==> src/rtl/rv_lsu_pkg.sv <==
// rv_lsu_pkg: shared types and helpers for the load/store issue stage.
// Access sizes, the split FSM states, the load-part tag and the
// byte-count / byte-mask helper functions live here.
package rv_lsu_pkg;

  typedef enum logic [1:0] {
    BYTE = 2'd0,
    HALF = 2'd1,
    WORD = 2'd2
  } t_mem_size;

  typedef enum logic {
    IDLE   = 1'b0,
    SECOND = 1'b1
  } t_lsu_state;

  typedef enum logic [1:0] {
    PART_NONE   = 2'd0,
    PART_FIRST  = 2'd1,
    PART_SECOND = 2'd2
  } t_ld_part;

  // Number of bytes touched by an access; encoding 3 behaves as a word.
  function automatic logic [2:0] size_bytes(input logic [1:0] size);
    logic [2:0] n;
    case (t_mem_size'(size))
      BYTE:    n = 3'd1;
      HALF:    n = 3'd2;
      default: n = 3'd4;
    endcase
    return n;
  endfunction

  // Low-justified contiguous mask of n bytes.
  function automatic logic [3:0] len_mask(input logic [2:0] n);
    logic [3:0] m;
    case (n)
      3'd0:    m = 4'b0000;
      3'd1:    m = 4'b0001;
      3'd2:    m = 4'b0011;
      3'd3:    m = 4'b0111;
      default: m = 4'b1111;
    endcase
    return m;
  endfunction

endpackage

==> src/rtl/rv_ld_merge.sv <==
// rv_ld_merge: Q104H side of the load/store issue stage.
// Tracks what was issued in Q103H, keeps the first half of a split load
// and merges it with the second half when that returns.
module rv_ld_merge
  import rv_lsu_pkg::*;
(
  input  logic        clk,
  input  logic        rst_n,
  input  logic        acc_valid_Q103H,
  input  logic        is_load_Q103H,
  input  t_ld_part    part_Q103H,
  input  logic [1:0]  n1_Q103H,
  input  logic [31:0] rd_data_Q104H,
  output logic [31:0] ld_data_Q104H,
  output logic        ld_valid_Q104H
);

  logic        tag_valid_r;
  logic        tag_is_load_r;
  t_ld_part    tag_part_r;
  logic [1:0]  tag_n1_r;
  logic [31:0] hold_r;
  logic [4:0]  shift_s;
  logic [31:0] ld_data_s;
  logic        ld_valid_s;

  // Q104H tag: describes the access whose read data arrives this cycle.
  always_ff @(posedge clk or negedge rst_n) begin
    if (!rst_n) begin
      tag_valid_r   <= 1'b0;
      tag_is_load_r <= 1'b0;
      tag_part_r    <= PART_NONE;
      tag_n1_r      <= 2'd0;
    end else begin
      tag_valid_r   <= acc_valid_Q103H;
      tag_is_load_r <= is_load_Q103H;
      tag_part_r    <= part_Q103H;
      tag_n1_r      <= n1_Q103H;
    end
  end

  // Hold the low bytes returned by the first half of a split load.
  always_ff @(posedge clk or negedge rst_n) begin
    if (!rst_n) begin
      hold_r <= 32'd0;
    end else if (tag_valid_r && tag_is_load_r && (tag_part_r == PART_FIRST)) begin
      hold_r <= rd_data_Q104H;
    end else begin
      hold_r <= hold_r;
    end
  end

  assign shift_s = {tag_n1_r, 3'b000};

  // Produce the load result: pass-through when aligned, merge on second half.
  always_comb begin
    ld_data_s  = 32'd0;
    ld_valid_s = 1'b0;
    if (tag_valid_r && tag_is_load_r) begin
      case (tag_part_r)
        PART_NONE: begin
          ld_data_s  = rd_data_Q104H;
          ld_valid_s = 1'b1;
        end
        PART_FIRST: begin
          ld_data_s  = 32'd0;
          ld_valid_s = 1'b0;
        end
        PART_SECOND: begin
          // Sign extension of the second half already fills the top bits.
          ld_data_s  = (rd_data_Q104H << shift_s) | hold_r;
          ld_valid_s = 1'b1;
        end
        default: begin
          ld_data_s  = 32'd0;
          ld_valid_s = 1'b0;
        end
      endcase
    end else begin
      ld_data_s  = 32'd0;
      ld_valid_s = 1'b0;
    end
  end

  assign ld_data_Q104H  = ld_data_s;
  assign ld_valid_Q104H = ld_valid_s;

endmodule

==> src/rtl/rv_lsu_split.sv <==
// rv_lsu_split: load/store issue stage between execute (Q102H) and the
// data-memory wrapper (Q103H/Q104H). Accesses crossing a word boundary
// are issued as two wrapper accesses while Q102H is stalled.
// Build option: RV_LSU_MISALIGN_EN enables splitting; without it a
// misaligned request is dropped and flagged on misalign_err_Q103H.
module rv_lsu_split
  import rv_lsu_pkg::*;
(
  input  logic        clk,
  input  logic        rst_n,
  input  logic        req_valid_Q102H,
  input  logic [31:0] req_addr_Q102H,
  input  logic [31:0] req_wr_data_Q102H,
  input  logic        req_is_store_Q102H,
  input  logic [1:0]  req_size_Q102H,
  input  logic        req_is_signed_Q102H,
  output logic        stall_Q102H,
  output logic [31:0] addr_Q103H,
  output logic [31:0] wr_data_Q103H,
  output logic        wr_en_Q103H,
  output logic [3:0]  byte_en_Q103H,
  output logic        is_signed_Q103H,
  input  logic [31:0] rd_data_Q104H,
  output logic [31:0] ld_data_Q104H,
  output logic        ld_valid_Q104H,
  output logic        misalign_err_Q103H
);

  t_lsu_state  state_r, state_nxt_s;
  logic [31:0] addr_r, addr_nxt_s;
  logic [31:0] wr_data_r, wr_data_nxt_s;
  logic        wr_en_r, wr_en_nxt_s;
  logic [3:0]  byte_en_r, byte_en_nxt_s;
  logic        is_signed_r, is_signed_nxt_s;
  t_ld_part    part_r, part_nxt_s;
  logic [1:0]  n1_r, n1_nxt_s;
  logic        err_r, err_nxt_s;

  logic [2:0]  sz_s;
  logic [1:0]  off_s;
  logic [2:0]  end_s;
  logic        misalign_s;

`ifdef RV_LSU_MISALIGN_EN
  logic [2:0]  n1_s;
  logic [2:0]  n2_s;
  logic [31:0] sec_addr_r, sec_addr_nxt_s;
  logic [31:0] sec_wr_data_r, sec_wr_data_nxt_s;
  logic        sec_wr_en_r, sec_wr_en_nxt_s;
  logic [3:0]  sec_byte_en_r, sec_byte_en_nxt_s;
  logic        sec_is_signed_r, sec_is_signed_nxt_s;
`endif

  assign sz_s       = size_bytes(req_size_Q102H);
  assign off_s      = req_addr_Q102H[1:0];
  assign end_s      = {1'b0, off_s} + sz_s;
  assign misalign_s = (end_s > 3'd4);

`ifdef RV_LSU_MISALIGN_EN
  assign n1_s = 3'd4 - {1'b0, off_s};
  assign n2_s = sz_s - n1_s;
`endif

  // Next state and next Q103H contents; idle cycles drop the enables only.
  always_comb begin
    state_nxt_s     = state_r;
    addr_nxt_s      = addr_r;
    wr_data_nxt_s   = wr_data_r;
    wr_en_nxt_s     = 1'b0;
    byte_en_nxt_s   = 4'b0000;
    is_signed_nxt_s = is_signed_r;
    part_nxt_s      = PART_NONE;
    n1_nxt_s        = n1_r;
    err_nxt_s       = 1'b0;
`ifdef RV_LSU_MISALIGN_EN
    sec_addr_nxt_s      = sec_addr_r;
    sec_wr_data_nxt_s   = sec_wr_data_r;
    sec_wr_en_nxt_s     = sec_wr_en_r;
    sec_byte_en_nxt_s   = sec_byte_en_r;
    sec_is_signed_nxt_s = sec_is_signed_r;
`endif
    case (state_r)
      IDLE: begin
        if (req_valid_Q102H && misalign_s) begin
`ifdef RV_LSU_MISALIGN_EN
          // First half: low bytes up to the word boundary, never sign-extended.
          addr_nxt_s      = req_addr_Q102H;
          wr_data_nxt_s   = req_wr_data_Q102H;
          wr_en_nxt_s     = req_is_store_Q102H;
          byte_en_nxt_s   = len_mask(n1_s);
          is_signed_nxt_s = 1'b0;
          part_nxt_s      = PART_FIRST;
          n1_nxt_s        = n1_s[1:0];
          // Second half: start of the next word, remaining bytes.
          sec_addr_nxt_s      = {req_addr_Q102H[31:2], 2'b00} + 32'd4;
          sec_wr_data_nxt_s   = req_wr_data_Q102H >> {n1_s[1:0], 3'b000};
          sec_wr_en_nxt_s     = req_is_store_Q102H;
          sec_byte_en_nxt_s   = len_mask(n2_s);
          sec_is_signed_nxt_s = req_is_signed_Q102H;
          state_nxt_s         = SECOND;
`else
          err_nxt_s = 1'b1;
`endif
        end else if (req_valid_Q102H) begin
          addr_nxt_s      = req_addr_Q102H;
          wr_data_nxt_s   = req_wr_data_Q102H;
          wr_en_nxt_s     = req_is_store_Q102H;
          byte_en_nxt_s   = len_mask(sz_s);
          is_signed_nxt_s = req_is_signed_Q102H;
          state_nxt_s     = IDLE;
        end else begin
          state_nxt_s = IDLE;
        end
      end
`ifdef RV_LSU_MISALIGN_EN
      SECOND: begin
        addr_nxt_s      = sec_addr_r;
        wr_data_nxt_s   = sec_wr_data_r;
        wr_en_nxt_s     = sec_wr_en_r;
        byte_en_nxt_s   = sec_byte_en_r;
        is_signed_nxt_s = sec_is_signed_r;
        part_nxt_s      = PART_SECOND;
        state_nxt_s     = IDLE;
      end
`endif
      default: begin
        state_nxt_s = IDLE;
      end
    endcase
  end

  // State and Q103H registers.
  always_ff @(posedge clk or negedge rst_n) begin
    if (!rst_n) begin
      state_r     <= IDLE;
      addr_r      <= 32'd0;
      wr_data_r   <= 32'd0;
      wr_en_r     <= 1'b0;
      byte_en_r   <= 4'b0000;
      is_signed_r <= 1'b0;
      part_r      <= PART_NONE;
      n1_r        <= 2'd0;
      err_r       <= 1'b0;
    end else begin
      state_r     <= state_nxt_s;
      addr_r      <= addr_nxt_s;
      wr_data_r   <= wr_data_nxt_s;
      wr_en_r     <= wr_en_nxt_s;
      byte_en_r   <= byte_en_nxt_s;
      is_signed_r <= is_signed_nxt_s;
      part_r      <= part_nxt_s;
      n1_r        <= n1_nxt_s;
      err_r       <= err_nxt_s;
    end
  end

`ifdef RV_LSU_MISALIGN_EN
  // Latched second half of a split access, replayed from the SECOND state.
  always_ff @(posedge clk or negedge rst_n) begin
    if (!rst_n) begin
      sec_addr_r      <= 32'd0;
      sec_wr_data_r   <= 32'd0;
      sec_wr_en_r     <= 1'b0;
      sec_byte_en_r   <= 4'b0000;
      sec_is_signed_r <= 1'b0;
    end else begin
      sec_addr_r      <= sec_addr_nxt_s;
      sec_wr_data_r   <= sec_wr_data_nxt_s;
      sec_wr_en_r     <= sec_wr_en_nxt_s;
      sec_byte_en_r   <= sec_byte_en_nxt_s;
      sec_is_signed_r <= sec_is_signed_nxt_s;
    end
  end

  assign stall_Q102H        = (state_r == SECOND);
  assign misalign_err_Q103H = 1'b0;
`else
  assign stall_Q102H        = 1'b0;
  assign misalign_err_Q103H = err_r;
`endif

  assign addr_Q103H      = addr_r;
  assign wr_data_Q103H   = wr_data_r;
  assign wr_en_Q103H     = wr_en_r;
  assign byte_en_Q103H   = byte_en_r;
  assign is_signed_Q103H = is_signed_r;

  rv_ld_merge u_ld_merge (
    .clk             (clk),
    .rst_n           (rst_n),
    .acc_valid_Q103H (|byte_en_r),
    .is_load_Q103H   (~wr_en_r),
    .part_Q103H      (part_r),
    .n1_Q103H        (n1_r),
    .rd_data_Q104H   (rd_data_Q104H),
    .ld_data_Q104H   (ld_data_Q104H),
    .ld_valid_Q104H  (ld_valid_Q104H)
  );

endmodule

==> config.mk <==
export PLATFORM = sky130hd
export DESIGN_NAME = rv_lsu_split
export DESIGN_NICKNAME = d
export VERILOG_FILES = /design/src/rtl/rv_lsu_pkg.sv /design/src/rtl/rv_ld_merge.sv /design/src/rtl/rv_lsu_split.sv
export SDC_FILE = /design/constraint.sdc
export NUM_CORES = 1
export LEC_CHECK = 0
export CAP_MARGIN = 5
export CORE_MARGIN = 3
export CORE_UTILIZATION = 32
export CTS_CLUSTER_DIAMETER = 200
export DETAILED_ROUTE_END_ITERATION = 12
export GPL_TIMING_DRIVEN = 0
export MAX_ROUTING_LAYER = met4
export PLACE_DENSITY = 0.78
export SYNTH_ARGS = -nofsm -noshare
export SYNTH_HDL_FRONTEND = slang
export SYNTH_SLANG_ARGS = --single-unit
==> constraint.sdc <==
create_clock -name clk -period 0.95 [get_ports clk]
set_clock_uncertainty 0.1 [all_clocks]
set_input_delay 0.095 -clock clk [delete_from_list [all_inputs] [get_ports clk]]
set_output_delay 0.095 -clock clk [all_outputs]
set_load 0.02 [all_outputs]
Word-level counts from Yosys, hierarchy flattened --
Index checks and enable logic that the tools add are counted.
Operators by class: add/sub/neg operators 1, multiply operators 0, div/mod/pow operators 0, order comparisons 1, eq/ne operators 4, shift-type cells 0, mux-type cells 9, bitwise gates (word level) 2, reductions and logical operators 6
Operators with widths (count):
- 32-bit 2-to-1 mux | 1
- 4-bit case mux with 4 select lines | 1
- 4-bit 2-to-1 mux | 2
- 3-bit by 2-bit == test with 1-bit output (second input constant) | 2
- 3-bit case mux with 2 select lines | 1
- 1-bit 2-to-1 mux | 4
- 4-bit OR reduction | 1
- 2-bit by 3-bit adder with 3-bit output | 1
- 3-bit by 1-bit == test with 1-bit output (second input constant) | 1
- 3-bit greater-than comparator (second input constant) | 1
- 3-bit zero test | 1
- 2-bit by 1-bit == test with 1-bit output (second input constant) | 1
- 1-bit logical AND | 2
- 2-bit zero test | 1
- 1-bit NOT | 2
- 2-bit AND reduction | 1
Word-level totals: register bits after elaboration 73, bits in latches 0, bits in writable memories 0, ROM bits 0, input port bits 103, output and inout port bits 105, logic and storage cells 31, memories kept 0

Depth between registers and ports, before layout --
word-level depth 7, depth in mapped cells 9, mapped depth without buffers 7

By module --
Synthesis repeated with hierarchy kept, for this count alone.
Unflattened totals: cells, all modules 379, area total of the unflattened synthesis 5452.7 um^2
Modules (own cells, without submodules):
- rv_lsu_split | times used 1, cells each 167, area each 2997.9 um^2, sequential area each 1776.7 um^2
- rv_ld_merge | times used 1, cells each 212, area each 2454.9 um^2, sequential area each 950.9 um^2

Worst setup path before layout --
OpenSTA, ideal clock, no wires.
path kind input-to-reg, start in req_size_Q102H[0], end reg wr_data_r[13] (netlist: wr_data_Q103H[13]), setup time 125 ps, arrival time 1777 ps, required time 725 ps, path slack -1052 ps, stages 9, buffers on the path 2, cells stage by stage nor2_1 > ha_1 > inv_1 > fa_1 > nor2b_1 > o21ai_2 > buf_6 > buf_6 > mux2_4
On the way: word-level cells in the longest chain between the ends 7, elaborated cells between the ends (all ways) 8, those cells by class 1 x add/sub; 1 x order compare; 1 x eq/ne; 1 x mux; 1 x bitwise; 3 x reduce/logical
RTL lines:
- from (decl) | line rv_lsu_split.sv:15 | input logic [1:0] req_size_Q102H,
- 2-bit by 1-bit == test with 1-bit output or 2-bit zero test (tied branches) | line rv_lsu_pkg.sv:26 | case (t_mem_size'(size))
- 3-bit case mux with 2 select lines * | line rv_lsu_pkg.sv:26
- 2-bit by 3-bit adder with 3-bit output * | line rv_lsu_split.sv:56 | assign end_s = {1'b0, off_s} + sz_s;
- 3-bit greater-than comparator * | line rv_lsu_split.sv:57 | assign misalign_s = (end_s > 3'd4);
- 1-bit logical AND * | line rv_lsu_split.sv:84 | if (req_valid_Q102H && misalign_s) begin
- 1-bit NOT (no source line) *
- 2-bit AND reduction (no source line) *
- to (signal assigned) | line rv_lsu_split.sv:147 | wr_data_r <= wr_data_nxt_s;
- to (decl) | line rv_lsu_split.sv:31 | logic [31:0] wr_data_r, wr_data_nxt_s;
Every way passes the cells marked *; elsewhere a longest branch is shown, timed or not. A chain may end at the register's enable or synchronous reset.

Worst setup path after layout --
start in req_size_Q102H[0], end reg addr_r[13] (netlist: addr_Q103H[13])
On the way: word-level cells in the longest chain between the ends 7, elaborated cells between the ends (all ways) 8, those cells by class 1 x add/sub; 1 x order compare; 1 x eq/ne; 1 x mux; 1 x bitwise; 3 x reduce/logical
RTL lines:
- 2-bit by 1-bit == test with 1-bit output or 2-bit zero test (tied branches) | line rv_lsu_pkg.sv:26
- 3-bit case mux with 2 select lines * | line rv_lsu_pkg.sv:26
- 2-bit by 3-bit adder with 3-bit output * | line rv_lsu_split.sv:56
- 3-bit greater-than comparator * | line rv_lsu_split.sv:57
- 1-bit logical AND * | line rv_lsu_split.sv:84
- 1-bit NOT (no source line) *
- 2-bit AND reduction (no source line) *
- to (signal assigned) | line rv_lsu_split.sv:146 | addr_r <= addr_nxt_s;
- to (decl) | line rv_lsu_split.sv:30 | logic [31:0] addr_r, addr_nxt_s;
Marked as above.

==> results.toml <==
[detailed_routing]
drtIter0Drc = 40
vias = 2678
viasPerCell = 4.69
antenna_left = 0
drt_pre_antenna_iters = 4
wire_per_inst_um = 17.5
totalWireLength_um = 10000
drc_errors = 0

[placed_design]
placed_cell_area_um2 = 5420
dpl_worst_slack_ps = -1830
io_buffer_count = 206
gp_congestion = 0.709
post-place-cells = 519
hpwl_um = 7030

[power_and_ir_drop]
p_leak_nw = 2.84
vdd_drop_max_v = 0.00140
powerDensity_nw_per_um2 = 1910

[grt]
antenna_found_initial = 0
grtUsageMet1_pct = 18.8
grt_first_pass_wirelength_um = 13600
grtUsageTotal_pct = 17.6
grt_max_degree = 73
grt_use_met3_pct = 5.19
gr-total-overflow = 0
grt_pass1_vias = 2738
gr-usage-met2_pct = 30.9
busiest_layer = "met2"

[sta]
fin_hold_ws_ps = 53.5
rsz0062_at_grt = "yes"
hold_violations = 0
fin_crit_sh_pct = 189
finalSetupTns_ps = -83580
drv_slew = 0
setup_slack_ps = -848
setup_viol = 175
finalCriticalPeriod_ps = 1800
fmax_ghz = 0.556

[clocking]
cts_buffers = 9
clock_latency_ps = 340
clk_pin_slew_ps = 80
ctsHtreeMaxLevel = 3
cts_tree = "yes"
clock-sinks = 72
cts_buffer_depth = 2
cts_root_buf = "clkbuf_8"

[critical_path]
r2r_cells = 2
end_kind = "flop"
regToRegSetupSlack_ps = -50
r2r_start = "wr_data_Q103H[14]"
cp.arrival_ps = 1930
cp-start-kind = "input pin"
crit_path_end = "addr_Q103H[13]"
cp_max_fo = 6
rr_endpoint = "wr_data_Q103H[14]"
cp.required_ps = 1080
crit_start = "req_size_Q102H[0]"
criticalPathCategory = "in -> reg"

[final_layout]
stdcell_count = 571
fin_nets = 563
area_growth_pct = 110
drive_above_1_share_pct = 60.7
n_antenna_cell = 0
fin_area_um2 = 6230

[floorplan]
rows = 34
die_w_um = 102
dieArea_um2 = 10500
io_pins = 208
core_region_area_um2 = 8850
start_util_pct = 33.5
dieHeight_um = 102

[min_path]
hold_path_class = "in -> reg"

[logic_synthesis]
syn_inst = 204
synth_warnings = 0
synth_area_um2 = 2960
ys_ff_latch = 72
ys_types = 20
seq_area_frac_synth_pct = 60.8
synth_fp_nets = 309
syn_avg_cell_area_um2 = 14.5

[flow_run]
maxCapViolations = 0

[outcome]
violations = "setup timing"
run_status = "complete, but fails checks"
==> synthesized netlist by cell type <==
cell type   n  area share (%)
or3_1       1            0.21
buf_4       2            0.51
xor2_1      1            0.30
mux2_4      6             3.0
dfrtp_1    72              61
and3_1     32             6.8
nor2b_1     1            0.21
o21ai_2     1            0.30
buf_6       2            0.76
ha_1        1            0.42
mux2_2     59              22
nor3b_1     1            0.25
conb_1      1            0.13
nand2_1     1            0.13
inv_1       6            0.76
nor2_1      4            0.51
buf_2       5            0.84
and2_1      1            0.21
clkbuf_1    6            0.76
fa_1        1            0.68
==> cell families after synthesis <==
group | Yosys count | synth area share (%)
muxes | 65 | 25.5
xor gates and xnor gates | 1 | 0.296
adders and majority gates | 2 | 1.10
AOI/OAI and AO/OA | 1 | 0.296
other | 1 | 0.127
and+or+nand+nor | 41 | 8.28
buffers and inverters | 21 | 3.63
DFF | 72 | 60.8
==> cells in the final DEF (no fill, tap or decap), types with 4 or more instances in the layout <==
master,count
and3_4,32
clkdlybuf4s50_1,97
buf_4,21
inv_1,4
mux2_2,53
buf_8,8
buf_6,120
dlygate4sd3_1,4
clkbuf_8,9
mux2_4,12
dfrtp_1,70
==> sequential cells by signal, indices dropped and copies added (netlist names) <==
| signal | cells |
|---|---|
| addr_Q103H | 32 |
| wr_data_Q103H | 32 |
| wr_en_Q103H | 1 |
| u_ld_merge.tag_is_load_r | 1 |
| misalign_err_Q103H | 1 |
| is_signed_Q103H | 1 |
| u_ld_merge.tag_valid_r | 1 |
| byte_en_Q103H | 3 |
==> worst min-delay path by stage <==
stage	startpoint	to	slack (ps)	depth (start not counted)
after global routing	req_addr_Q102H[1]	addr_Q103H[1]	70	2
after floorplan	rst_n	addr_Q103H[0]	-300	0
after CTS	req_addr_Q102H[1]	addr_Q103H[1]	30	2
after detailed placement	rst_n	addr_Q103H[8]	40	2
final	req_addr_Q102H[1]	addr_Q103H[1]	50	2
after global placement	wr_en_Q103H	u_ld_merge.tag_is_load_r	310	1
==> layer usage <==
metal	share of wire, %	wire length [um]	up-vias
met4	1.7	172	0
met3	8.3	834	13
met2	53	5340	134
li1	-	-	1207
met1	37	3660	1324
met5	0	0	-
==> metrics by stage <==
stage	utilization, %	power (mW)
after floorplan	-	6.18
after global placement	60.9	8.42
after detailed placement	61.2	8.50
after CTS	65.2	11.3
after global routing	70.4	12.5
final	70.4	11.9
==> critical path, cell delays in order <==
cell     delay, ps
buf_6          100
nor2_4         140
ha_4           150
inv_2           30
fa_2           340
xor2_2         180
o21ai_4        260
buf_4          180
buf_6          120
mux2_2         330
==> final cells by class <==
class	count	area, um^2
multi-input cells	111	1290
flip-flops and latches	72	1800
clock buffers	10	128
repair buffers	244	2600
inverters	6	22.5
plain buffers	14	165
fillers	622	2620
clock inverters	6	92.6
well taps	108	135
==> what timing repair did <==
action	in CTS	in global routing
endpoints found under the hold margin	75	0
cloned	0	3
hold buffers	4	0
pin swaps	17	19
gates resized for setup	158	463
setup endpoints to repair	175	175
setup buffers	5	25
==> power by group <==
group | leakage, nW | switching, mW | internal [mW]
Clock | 0.103 | 1.17 | 1.49
Combinational | 1.89 | 2.06 | 3.03
Sequential | 0.846 | 0.461 | 3.68
Total | 2.84 | 3.69 | 8.21
(Power assumes the default switching activity.)
